--- config.mk ---
export PLATFORM = sky130hd
export DESIGN_NAME = apb_txn_monitor_flat
export DESIGN_NICKNAME = d
export VERILOG_FILES = /design/src/rtl/apb_txn_monitor_if.sv /design/src/rtl/apb_txn_monitor.sv /design/src/flat_wrapper.sv
export SDC_FILE = /design/constraint.sdc
export NUM_CORES = 1
export LEC_CHECK = 0
export CELL_PAD_IN_SITES_DETAIL_PLACEMENT = 0
export CELL_PAD_IN_SITES_GLOBAL_PLACEMENT = 2
export CORE_MARGIN = 2
export CORE_UTILIZATION = 40
export DETAILED_ROUTE_END_ITERATION = 16
export PLACE_DENSITY = 0.81
export SETUP_SLACK_MARGIN = 0.1
export SLEW_MARGIN = 20
export SYNTH_ARGS = -nofsm -noshare
export SYNTH_HDL_FRONTEND = slang
export SYNTH_SLANG_ARGS = --single-unit
--- constraint.sdc ---
create_clock -name clk -period 2.65 [get_ports clk]
set_input_delay 0.3975 -clock clk [delete_from_list [all_inputs] [get_ports clk]]
set_output_delay 0.3975 -clock clk [all_outputs]
set_load 0.02 [all_outputs]
--- src/rtl/apb_txn_monitor_if.sv ---
// APB signal bundle shared by the bus master, the slave and passive observers.
// The monitor modport only listens and drives nothing.
interface apb_txn_monitor_if #(
  parameter int ADDR_W = 32,
  parameter int DATA_W = 32
);
  logic [ADDR_W-1:0] paddr;
  logic [DATA_W-1:0] pwdata;
  logic              penable;
  logic              psel;
  logic              pwrite;
  logic [DATA_W-1:0] prdata;

  modport master  (output paddr, pwdata, penable, psel, pwrite, input prdata);
  modport slave   (input paddr, pwdata, penable, psel, pwrite, output prdata);
  modport monitor (input paddr, pwdata, penable, psel, pwrite, prdata);
endinterface

--- src/rtl/apb_txn_monitor.sv ---
// Passive APB monitor: protocol FSM with sticky violation flags, show-ahead capture
// FIFO of completed transfers, and saturating transfer / done / error statistics.
module apb_txn_monitor #(
  parameter int AMBA_ADDR_WIDTH = 32,
  parameter int AMBA_WORD       = 32,
  parameter int FIFO_DEPTH      = 8,
  parameter int CNT_WIDTH       = 16
) (
  input  logic                           clk,
  input  logic                           rst,
  apb_txn_monitor_if.monitor             bus,
  input  logic                           operation_done,
  input  logic [1:0]                     num_of_errors,
  input  logic                           clr_stats,
  input  logic                           txn_rd_en,
  output logic                           txn_valid,
  output logic [AMBA_ADDR_WIDTH-1:0]     txn_addr,
  output logic [AMBA_WORD-1:0]           txn_data,
  output logic                           txn_write,
  output logic [$clog2(FIFO_DEPTH):0]    fifo_count,
  output logic                           overflow,
  output logic                           proto_err,
  output logic [1:0]                     proto_err_code,
  output logic [CNT_WIDTH-1:0]           wr_cnt,
  output logic [CNT_WIDTH-1:0]           rd_cnt,
  output logic [CNT_WIDTH-1:0]           done_cnt,
  output logic [CNT_WIDTH-1:0]           err1_cnt,
  output logic [CNT_WIDTH-1:0]           err2_cnt,
  output logic [1:0]                     dbg_state
);
  localparam int PW = $clog2(FIFO_DEPTH);
  localparam int CW = PW + 1;
  localparam logic [CW-1:0]        FULL_CNT = CW'(FIFO_DEPTH);
  localparam logic [CW-1:0]        CNT_ONE  = {{(CW-1){1'b0}}, 1'b1};
  localparam logic [PW-1:0]        PTR_ONE  = {{(PW-1){1'b0}}, 1'b1};
  localparam logic [CNT_WIDTH-1:0] STAT_ONE = {{(CNT_WIDTH-1){1'b0}}, 1'b1};

  typedef enum logic [1:0] {IDLE = 2'd0, SETUP = 2'd1, ACCESS = 2'd2} state_t;

  state_t                     r_state, w_state_nxt;
  logic [AMBA_ADDR_WIDTH-1:0] r_lat_addr;
  logic [AMBA_WORD-1:0]       r_lat_wdata;
  logic                       r_lat_write;
  logic                       w_latch, w_capture, w_viol, w_match;
  logic [1:0]                 w_viol_code;

  assign dbg_state = r_state;
  assign w_match   = (bus.paddr == r_lat_addr) && (bus.pwrite == r_lat_write) &&
                     (bus.pwdata == r_lat_wdata);

  always_ff @(posedge clk or negedge rst) begin
    if (!rst) begin
      r_state     <= IDLE;
      r_lat_addr  <= '0;
      r_lat_wdata <= '0;
      r_lat_write <= 1'b0;
    end else begin
      r_state <= w_state_nxt;
      if (w_latch) begin
        r_lat_addr  <= bus.paddr;
        r_lat_wdata <= bus.pwdata;
        r_lat_write <= bus.pwrite;
      end
    end
  end

  always_comb begin
    w_state_nxt = r_state;
    w_latch     = 1'b0;
    w_capture   = 1'b0;
    w_viol      = 1'b0;
    w_viol_code = 2'd0;
    case (r_state)
      IDLE: begin
        if (bus.psel && !bus.penable) begin
          w_state_nxt = SETUP;
          w_latch     = 1'b1;
        end else if (bus.psel && bus.penable) begin
          w_viol      = 1'b1;
          w_viol_code = 2'd1;
        end
      end
      SETUP: begin
        if (bus.psel && bus.penable) begin
          // A field change is flagged but the transfer still completes and is captured.
          w_capture   = 1'b1;
          w_state_nxt = ACCESS;
          if (!w_match) begin
            w_viol      = 1'b1;
            w_viol_code = 2'd3;
          end
        end else begin
          w_viol      = 1'b1;
          w_viol_code = 2'd2;
          if (bus.psel) begin
            w_latch     = 1'b1;
            w_state_nxt = SETUP;
          end else begin
            w_state_nxt = IDLE;
          end
        end
      end
      ACCESS: begin
        if (bus.psel && !bus.penable) begin
          w_state_nxt = SETUP;
          w_latch     = 1'b1;
        end else if (bus.psel && bus.penable) begin
          w_viol      = 1'b1;
          w_viol_code = 2'd1;
          w_state_nxt = IDLE;
        end else begin
          w_state_nxt = IDLE;
        end
      end
      default: w_state_nxt = IDLE;
    endcase
  end

  // Capture FIFO; valid/ready: a pop happens only when txn_rd_en meets txn_valid.
  logic [AMBA_ADDR_WIDTH-1:0] r_mem_addr  [FIFO_DEPTH];
  logic [AMBA_WORD-1:0]       r_mem_data  [FIFO_DEPTH];
  logic                       r_mem_write [FIFO_DEPTH];
  logic [PW-1:0]              r_wptr, r_rptr;
  logic [CW-1:0]              r_count;
  logic                       w_pop, w_full, w_push_ok;

  assign w_full     = (r_count == FULL_CNT);
  assign w_pop      = txn_rd_en && (r_count != '0);
  assign w_push_ok  = w_capture && (!w_full || w_pop);
  assign txn_valid  = (r_count != '0);
  assign fifo_count = r_count;
  assign txn_addr   = r_mem_addr[r_rptr];
  assign txn_data   = r_mem_data[r_rptr];
  assign txn_write  = r_mem_write[r_rptr];

  always_ff @(posedge clk or negedge rst) begin
    if (!rst) begin
      r_wptr  <= '0;
      r_rptr  <= '0;
      r_count <= '0;
      for (int i = 0; i < FIFO_DEPTH; i++) begin
        r_mem_addr[i]  <= '0;
        r_mem_data[i]  <= '0;
        r_mem_write[i] <= 1'b0;
      end
    end else begin
      if (w_push_ok) begin
        r_mem_addr[r_wptr]  <= bus.paddr;
        r_mem_data[r_wptr]  <= bus.pwrite ? bus.pwdata : bus.prdata;
        r_mem_write[r_wptr] <= bus.pwrite;
        r_wptr              <= r_wptr + PTR_ONE;
      end
      if (w_pop) r_rptr <= r_rptr + PTR_ONE;
      case ({w_push_ok, w_pop})
        2'b10:   r_count <= r_count + CNT_ONE;
        2'b01:   r_count <= r_count - CNT_ONE;
        default: r_count <= r_count;
      endcase
    end
  end

  function automatic logic [CNT_WIDTH-1:0] sat_inc(input logic [CNT_WIDTH-1:0] v);
    return (&v) ? v : v + STAT_ONE;
  endfunction

  logic r_prev_done, w_done_edge;
  assign w_done_edge = operation_done && !r_prev_done;

  // Statistics and sticky flags; clr_stats wins over any same-cycle update.
  always_ff @(posedge clk or negedge rst) begin
    if (!rst) begin
      r_prev_done    <= 1'b0;
      wr_cnt         <= '0;
      rd_cnt         <= '0;
      done_cnt       <= '0;
      err1_cnt       <= '0;
      err2_cnt       <= '0;
      overflow       <= 1'b0;
      proto_err      <= 1'b0;
      proto_err_code <= 2'd0;
    end else begin
      r_prev_done <= operation_done;
      if (clr_stats) begin
        wr_cnt         <= '0;
        rd_cnt         <= '0;
        done_cnt       <= '0;
        err1_cnt       <= '0;
        err2_cnt       <= '0;
        overflow       <= 1'b0;
        proto_err      <= 1'b0;
        proto_err_code <= 2'd0;
      end else begin
        if (w_capture && bus.pwrite)  wr_cnt <= sat_inc(wr_cnt);
        if (w_capture && !bus.pwrite) rd_cnt <= sat_inc(rd_cnt);
        if (w_done_edge) begin
          done_cnt <= sat_inc(done_cnt);
          if (num_of_errors == 2'd1) err1_cnt <= sat_inc(err1_cnt);
          if (num_of_errors == 2'd2) err2_cnt <= sat_inc(err2_cnt);
        end
        if (w_capture && w_full && !w_pop) overflow <= 1'b1;
        if (w_viol) begin
          proto_err <= 1'b1;
          if (!proto_err) proto_err_code <= w_viol_code;
        end
      end
    end
  end
endmodule

--- src/flat_wrapper.sv ---
// flat-port wrapper written by rule: the top's interface ports become plain ports
module apb_txn_monitor_flat 
#(
  parameter int AMBA_ADDR_WIDTH = 32,
  parameter int AMBA_WORD       = 32,
  parameter int FIFO_DEPTH      = 8,
  parameter int CNT_WIDTH       = 16
)
  (clk, rst, operation_done, num_of_errors, clr_stats, txn_rd_en, txn_valid, txn_addr, txn_data, txn_write, fifo_count, overflow, proto_err, proto_err_code, wr_cnt, rd_cnt, done_cnt, err1_cnt, err2_cnt, dbg_state, bus_paddr, bus_pwdata, bus_penable, bus_psel, bus_pwrite, bus_prdata);
  apb_txn_monitor_if #(.ADDR_W(32), .DATA_W(32)) bus_i ();
  input  logic clk;
  input  logic rst;
  input  logic operation_done;
  input  logic [1:0] num_of_errors;
  input  logic clr_stats;
  input  logic txn_rd_en;
  output logic txn_valid;
  output logic [AMBA_ADDR_WIDTH-1:0] txn_addr;
  output logic [AMBA_WORD-1:0] txn_data;
  output logic txn_write;
  output logic [$clog2(FIFO_DEPTH):0] fifo_count;
  output logic overflow;
  output logic proto_err;
  output logic [1:0] proto_err_code;
  output logic [CNT_WIDTH-1:0] wr_cnt;
  output logic [CNT_WIDTH-1:0] rd_cnt;
  output logic [CNT_WIDTH-1:0] done_cnt;
  output logic [CNT_WIDTH-1:0] err1_cnt;
  output logic [CNT_WIDTH-1:0] err2_cnt;
  output logic [1:0] dbg_state;
  input wire logic [$bits(bus_i.paddr)-1:0] bus_paddr;
  input wire logic [$bits(bus_i.pwdata)-1:0] bus_pwdata;
  input wire logic [$bits(bus_i.penable)-1:0] bus_penable;
  input wire logic [$bits(bus_i.psel)-1:0] bus_psel;
  input wire logic [$bits(bus_i.pwrite)-1:0] bus_pwrite;
  input wire logic [$bits(bus_i.prdata)-1:0] bus_prdata;
  assign bus_i.paddr = bus_paddr;
  assign bus_i.pwdata = bus_pwdata;
  assign bus_i.penable = bus_penable;
  assign bus_i.psel = bus_psel;
  assign bus_i.pwrite = bus_pwrite;
  assign bus_i.prdata = bus_prdata;
  apb_txn_monitor #(.AMBA_ADDR_WIDTH(AMBA_ADDR_WIDTH), .AMBA_WORD(AMBA_WORD), .FIFO_DEPTH(FIFO_DEPTH), .CNT_WIDTH(CNT_WIDTH)) u_core (.clk(clk), .rst(rst), .bus(bus_i), .operation_done(operation_done), .num_of_errors(num_of_errors), .clr_stats(clr_stats), .txn_rd_en(txn_rd_en), .txn_valid(txn_valid), .txn_addr(txn_addr), .txn_data(txn_data), .txn_write(txn_write), .fifo_count(fifo_count), .overflow(overflow), .proto_err(proto_err), .proto_err_code(proto_err_code), .wr_cnt(wr_cnt), .rd_cnt(rd_cnt), .done_cnt(done_cnt), .err1_cnt(err1_cnt), .err2_cnt(err2_cnt), .dbg_state(dbg_state));
endmodule
; After elaboration in Yosys (flattened, before gate mapping)
; Cells that the tools add are included.
[classes]
n_addsub = 9
n_lt_le_gt_ge = 3
n_eq_ne = 17
muxes = 62
bitwise = 2
n_reduce_logical = 40
[op_table]
columns = cell, count
row1 = $bwmux W256, 2
row2 = $mux W16, 17
row3 = $bmux W32 S3, 2
row4 = $mux W32, 6
row5 = $demux W32 S3, 1
row6 = $add A16 B1 Y16 const B, 5
row7 = $reduce_and A16 Y1, 5
row8 = $eq A32 B32 Y1, 2
row9 = $mux W1, 18
row10 = $mux W2, 8
row11 = $reduce_bool A2 Y1, 8
row12 = $logic_and A1 B1 Y1, 12
row13 = $ne A2 B2 Y1 const B, 6
row14 = $bwmux W8, 1
row15 = $ge A4 B4 Y1 const B, 2
row16 = $not A3 Y4, 2
row17 = $pmux W4 S2, 1
row18 = $reduce_and A2 Y1, 4
row19 = $add A3 B1 Y3 const B, 2
row20 = $eq A2 B1 Y1 const B, 3
row21 = $eq A2 B2 Y1 const B, 3
row22 = $pmux W2 S3, 1
row23 = $reduce_and A3 Y1, 2
row24 = $logic_not A1 Y1, 5
row25 = 14 further kinds, 15
[totals]
register_bits = 682
inputBits = 106
elab_cells = 173

; Longest topological paths before layout
[depth]
depth_word = 9
ltp_mapped = 12
mapped_depth_nobuf = 11

; Least setup slack after synthesis
; OpenSTA, ideal clock, no wires.
[synth_path]
path_type = register to register
start = register u_core.r_count[0], in the netlist u_core.fifo_count[0]
end = register u_core.r_count[3], in the netlist u_core.fifo_count[3]
arrival_time_ns = 2.507
required_ns = 2.518
setup_slack_ns = 0.011
path_stages_with_launch = 11
synth_period_minus_slack_ns = 2.639
cell_sequence = dfrtp_1 or4_1 nand2_1 inv_1 ha_1 ha_1 a21o_1 a21oi_1 xnor2_1 nor2_1 xor2_1
[synth_between]
elab_chain_len = 6
word_cells_on_any_way = 12
[synth_rtl]
columns = element, line
row1 = "start, declared", apb_txn_monitor.sv:124  ; logic [CW-1:0] r_count;
row2 = "start signal, assigned", apb_txn_monitor.sv:155  ; 2'b10: r_count <= r_count + CNT_ONE;
row3 = "start signal, assigned", apb_txn_monitor.sv:156  ; 2'b01: r_count <= r_count - CNT_ONE;
row4 = "start signal, assigned", apb_txn_monitor.sv:157  ; default: r_count <= r_count;
row5 = $reduce_bool A4 Y1 (*), --
row6 = named net txn_valid, flat_wrapper.sv:17  ; output logic txn_valid;
row7 = $logic_and A1 B1 Y1 (*), apb_txn_monitor.sv:128  ; assign w_pop = txn_rd_en && (r_count != '0);
row8 = named net u_core.w_pop, apb_txn_monitor.sv:125  ; logic w_pop, w_full, w_push_ok;
row9 = $logic_or A1 B1 Y1, apb_txn_monitor.sv:129  ; assign w_push_ok = w_capture && (!w_full || w_pop);
row10 = $logic_and A1 B1 Y1, apb_txn_monitor.sv:129
row11 = $eq A2 B1 Y1 or $eq A2 B2 Y1 (tied branches), apb_txn_monitor.sv:154  ; case ({w_push_ok, w_pop})
row12 = $pmux W4 S2 or $reduce_bool A2 Y1 (tied branches), --
; The timed path passes the listed nets; every way through them passes the cells marked *.
; A chain may end at the register's enable or synchronous reset.

; Final worst setup path
[layout_path]
start = register u_core.r_rptr[0]
end = output txn_addr[29]
[layout_between]
elab_chain_len = 4
[layout_rtl]
columns = element, line
row1 = "start, declared", apb_txn_monitor.sv:123  ; logic [PW-1:0] r_wptr, r_rptr;
row2 = "start signal, assigned", apb_txn_monitor.sv:153  ; if (w_pop) r_rptr <= r_rptr + PTR_ONE;
row3 = $not A3 Y4 (not written as such), apb_txn_monitor.sv:132  ; assign txn_addr = r_mem_addr[r_rptr];
row4 = $bmux W32 S3, apb_txn_monitor.sv:132
row5 = $mux W32 (not written as such) (2 in series), apb_txn_monitor.sv:132
row6 = "end, declared", flat_wrapper.sv:18  ; output logic [AMBA_ADDR_WIDTH-1:0] txn_addr;
; Every way passes these cells. The select of a mux whose other input is x is not followed.

==> summary by stage <==
Outcome
The run finished, with violations left. The final reports fail on negative setup slack.

Clock tree
The TritonCTS clock tree is done. The number of CTS-inserted buffers is 74. The clock net in this run drives a total of 682 sinks. The master cell of the clock root buffer is clkbuf_16. For the worst-skew pair, the clock arrives at the later sink with an insertion delay of 0.61 ns.

The H-tree was split into 3 levels. The longest clock path from root to sink contains 3 buffers. Clock-pin slew was measured on the worst setup and hold paths at 0.06 ns.

Die
The total number of placement rows is 101. The height of the die is 282 µm. The die is 282 µm wide. The die covers 79,300 µm². In this run the standard cell core region covers 76,200 µm². The top-level I/O count is 262. The effective utilization at floorplan is 40.5%.

STA
The number of failing setup endpoints in the final timing report is 65. After layout, the minimum clock period comes to 2.95 ns. The final number of max-transition violations came to 0. Of the available clock period, the critical path in the final layout requires 111%.

The number of hold violations in the final report is 0. The remaining max-slew budget at the tightest pin is 54.1%. Hold is met by 0.225 ns. The slew at the pin closest to its max-slew limit is 0.670 ns. Setup repair after global routing could not meet its margin everywhere.

Based on the critical path, the design can be clocked at up to 0.340 GHz. The slack of the critical path is -0.295 ns. Clock skew on the completed layout was measured at 0.0225 ns.

Route
The count of TritonRoute iterations in the first routing pass is 5. Summed over all layers, the routed wires come to 90,300 µm. In the routed design, unresolved DRC markers number 0. In the routed layout, each cell is associated on average with a via count of 5.29. The mean routed wirelength per cell is 22.4 µm. The detailed router finished its first iteration with 1,531 violations.

The antenna violation net count after detailed routing is 0. The detailed router placed 21,300 vias in this run.

Worst setup path
The highest fanout seen on the critical path is 8. The nature of the critical path endpoint is an output port. Data on the critical path is required at its endpoint by 2.25 ns. Counting cells, the worst reg-to-reg path comes to 10.

The launch instance of the worst register-to-register path is u_core.fifo_count[2]. The classification of the worst setup path is flop to output port. The endpoint identified for the worst register-to-register timing path is u_core.fifo_count[3]. The reg-to-reg setup timing slack is 0.22 ns. The worst setup path is launched from a flop.

Data arrives at the worst endpoint at 2.55 ns.

Global routing
For this run the aggregate overflow at the end of global routing stands at 0. The via count of the first global-routing pass is 22,400. Entering global routing, the biggest net connects 96 pins. The first global-routing pass estimated 138,000 µm of wire. The initial antenna violation count is 13. The combined global-route utilization of all metal layers is 23.1%.

Synth
Synthesis handed over a netlist of 2,543 instances. The proportion of netlist area held by the largest area contributor is 55.3%. The total of flip-flops plus latches after synthesis is 682. The count of synthesis-stage warnings from yosys is 0. In this run, synthesis inferred 0 flip-flops with an integrated enable. After synthesis, flip-flops and latches occupy 55.3% of the total area. The commonest register cell after synthesis is dfrtp_1. The distinct cell type count of the synthesized netlist is 47. The most common cell in the synthesized netlist is dfrtp_1. After synthesis, the most frequently instantiated cells are dfrtp_1 (682), nand2_1 (363), mux2_2 (314), nor2_1 (218), a21oi_1 (142). Sorting the synthesized cells by area gives the leading types as dfrtp_1 (55%), mux2_2 (11%), mux4_2 (9.5%). The fraction of registers with async set/reset is 100%. Synthesis produced a netlist with a net count of 2,660.

A synthesized cell averages 12.1 µm². The dominant cell type by area after synthesis is dfrtp_1. After synthesis the cells add up to 30,800 µm².

Hold path
The worst hold path passes through 2 cells. For hold timing, the worst endpoint is u_core.done_cnt[13]. The tightest min-delay check is of the primary input to flop type. The startpoint of the lowest-slack hold path is clr_stats.

Power
The sequential group share of total power is 37.1%. Summed over all cells, the static leakage comes to 18.4 nW. The power density relative to cell area is 1010 nW/µm². The switching power is 0.0122 W. The net switching fraction of the power is 30.4%. The share of total power in combinational logic is 35.6%. Across the VDD grid, the largest voltage drop is 0.603 mV. Cell internal power was estimated by the tool at 0.0279 W. The clock network power share is 27.4%.

Cells and area
The synthesis-to-layout area growth is 29.2%. The final cell utilization of the core is 52.3%. The cell area after layout is 39,800 µm². The final layout net count is 3,057.

Cells with a size suffix above 1 make up 29.9% of the layout.

Run
The number of max-cap violations is 0.

Placed design
Timing analysis after detailed placement gives a worst setup slack of -0.521 ns. The weighted congestion reported at the end of routability-driven placement is 0.802. The half-perimeter wire length after placement is 59,700 µm. Once placement finished, the instance area stood at 36,400 µm². Buffers placed on the I/O ports in this run total 261.
per-layer routing:
metal / global-route usage (%) / up-vias / routed length, µm
met2: 37.7 / 439 / 44100
met1: 31.6 / 11100 / 40000
met4: 7.90 / 8 / 2270
li1: - / 9687 / -
met5: 0 / - / 45
met3: 3.73 / 126 / 3790
placed cells by master, fill, tap and decap left out, types with 7 or more instances in the layout:
cell type	n
mux2_1	17
and4_1	9
buf_6	73
xor2_1	89
ha_1	10
buf_12	68
mux2i_1	38
nand4_1	34
mux2_2	255
nor2_1	218
clkbuf_8	20
clkinv_2	7
clkbuf_1	14
and3_1	9
clkbuf_16	78
nand2_1	362
mux2_4	59
nor4_1	12
clkdlybuf4s50_1	192
xnor2_1	48
o21ai_0	139
mux4_2	130
inv_1	18
buf_4	155
a21oi_1	141
bufinv_16	9
or3_1	10
nand3_1	17
nor3_1	11
dfrtp_1	678
diode_2	8
area by class of cell:
class / instances / area (µm²)
well taps: 1030 / 1290
repair buffers: 507 / 5570
clock buffers: 111 / 2250
clock inverters: 18 / 323
fillers: 6452 / 36400
diodes: 8 / 20.0
multi-input cells: 1656 / 13200
flip-flops and latches: 682 / 17100
inverters: 19 / 71.3
critical path, stage by stage, from the launching register on:
cell and delay (ns):
dfrtp_4 0.51, buf_6 0.14, buf_12 0.14, buf_12 0.14, buf_12 0.12, mux4_2 0.43, mux2_4 0.29, buf_6 0.13
kinds of logic (layout without fill, tap and decap cells):
| logic type | after synthesis | in the layout | share of synthesized area [%] |
|---|---|---|---|
| buffers and inverters | 205 | 655 | 2.69 |
| other | 0 | 8 | 0 |
| adder cells (fa/ha/maj) | 11 | 11 | 0.471 |
| AND/OR/NAND/NOR | 715 | 715 | 9.89 |
| AO/OA/AOI/OAI | 294 | 294 | 4.92 |
| multiplexers | 499 | 499 | 22.8 |
| flip-flops | 682 | 682 | 55.3 |
| XOR/XNOR | 137 | 137 | 3.89 |
registers in the layout, summed over array words and instances (netlist names):
register and count:
u_core.dbg_state 2, u_core.done_cnt 16, u_core.err1_cnt 16, u_core.err2_cnt 16, u_core.fifo_count 4, u_core.overflow 1
u_core.proto_err 1, u_core.proto_err_code 2, u_core.r_lat_addr 32, u_core.r_lat_wdata 32, u_core.r_lat_write 1, u_core.r_mem_addr 256
u_core.r_mem_data 256, u_core.r_mem_write 8, u_core.r_prev_done 1, u_core.r_rptr 3, u_core.r_wptr 3, u_core.rd_cnt 16
u_core.wr_cnt 16
metrics by stage:
stage / setup TNS (ns) / total power, W / std cells
final: -12.73 / 0.0401 / 4031
after global routing: -16.29 / 0.0421 / 4029
after CTS: -17.35 / 0.0403 / 4024
after detailed placement: -88.27 / 0.0276 / 3864
after global placement: -78.12 / 0.0272 / 3864
after floorplan: 0 / 0.0223 / 2543
worst max path at each step:
stage	slack (ns)	start	endpoint
floorplan	0.11	u_core.fifo_count[0]	u_core.fifo_count[3]
global placement	-0.61	bus_paddr[26]	u_core.proto_err_code[0]
detailed placement	-0.52	bus_paddr[26]	u_core.proto_err_code[0]
CTS	-0.37	u_core.r_rptr[0]	txn_addr[28]
global route	-0.34	u_core.r_rptr[0]	txn_addr[29]
finish	-0.30	u_core.r_rptr[0]	txn_addr[29]
power by group through the flow:
stage | combinational (W) | sequential (W) | clock, W
3_5_place_dp | 0.0126 | 0.0150 | 0
3_3_place_gp | 0.0124 | 0.0148 | 0
5_1_grt | 0.0153 | 0.0152 | 0.0116
6_report | 0.0143 | 0.0149 | 0.0110
2_1_floorplan | 0.00793 | 0.0144 | 0
4_1_cts | 0.0143 | 0.0148 | 0.0112
repair_timing:
| item | CTS | global route |
|---|---|---|
| resized for setup | 412 | 64 |
| pin swaps | 0 | 2 |
| gates cloned | 7 | 1 |
| hold endpoints to repair | 42 | 0 |
| hold buffers | 1 | 0 |
| setup buffers | 24 | 4 |
| endpoints found under the setup margin | 128 | 148 |
(Power assumes the default switching activity.)
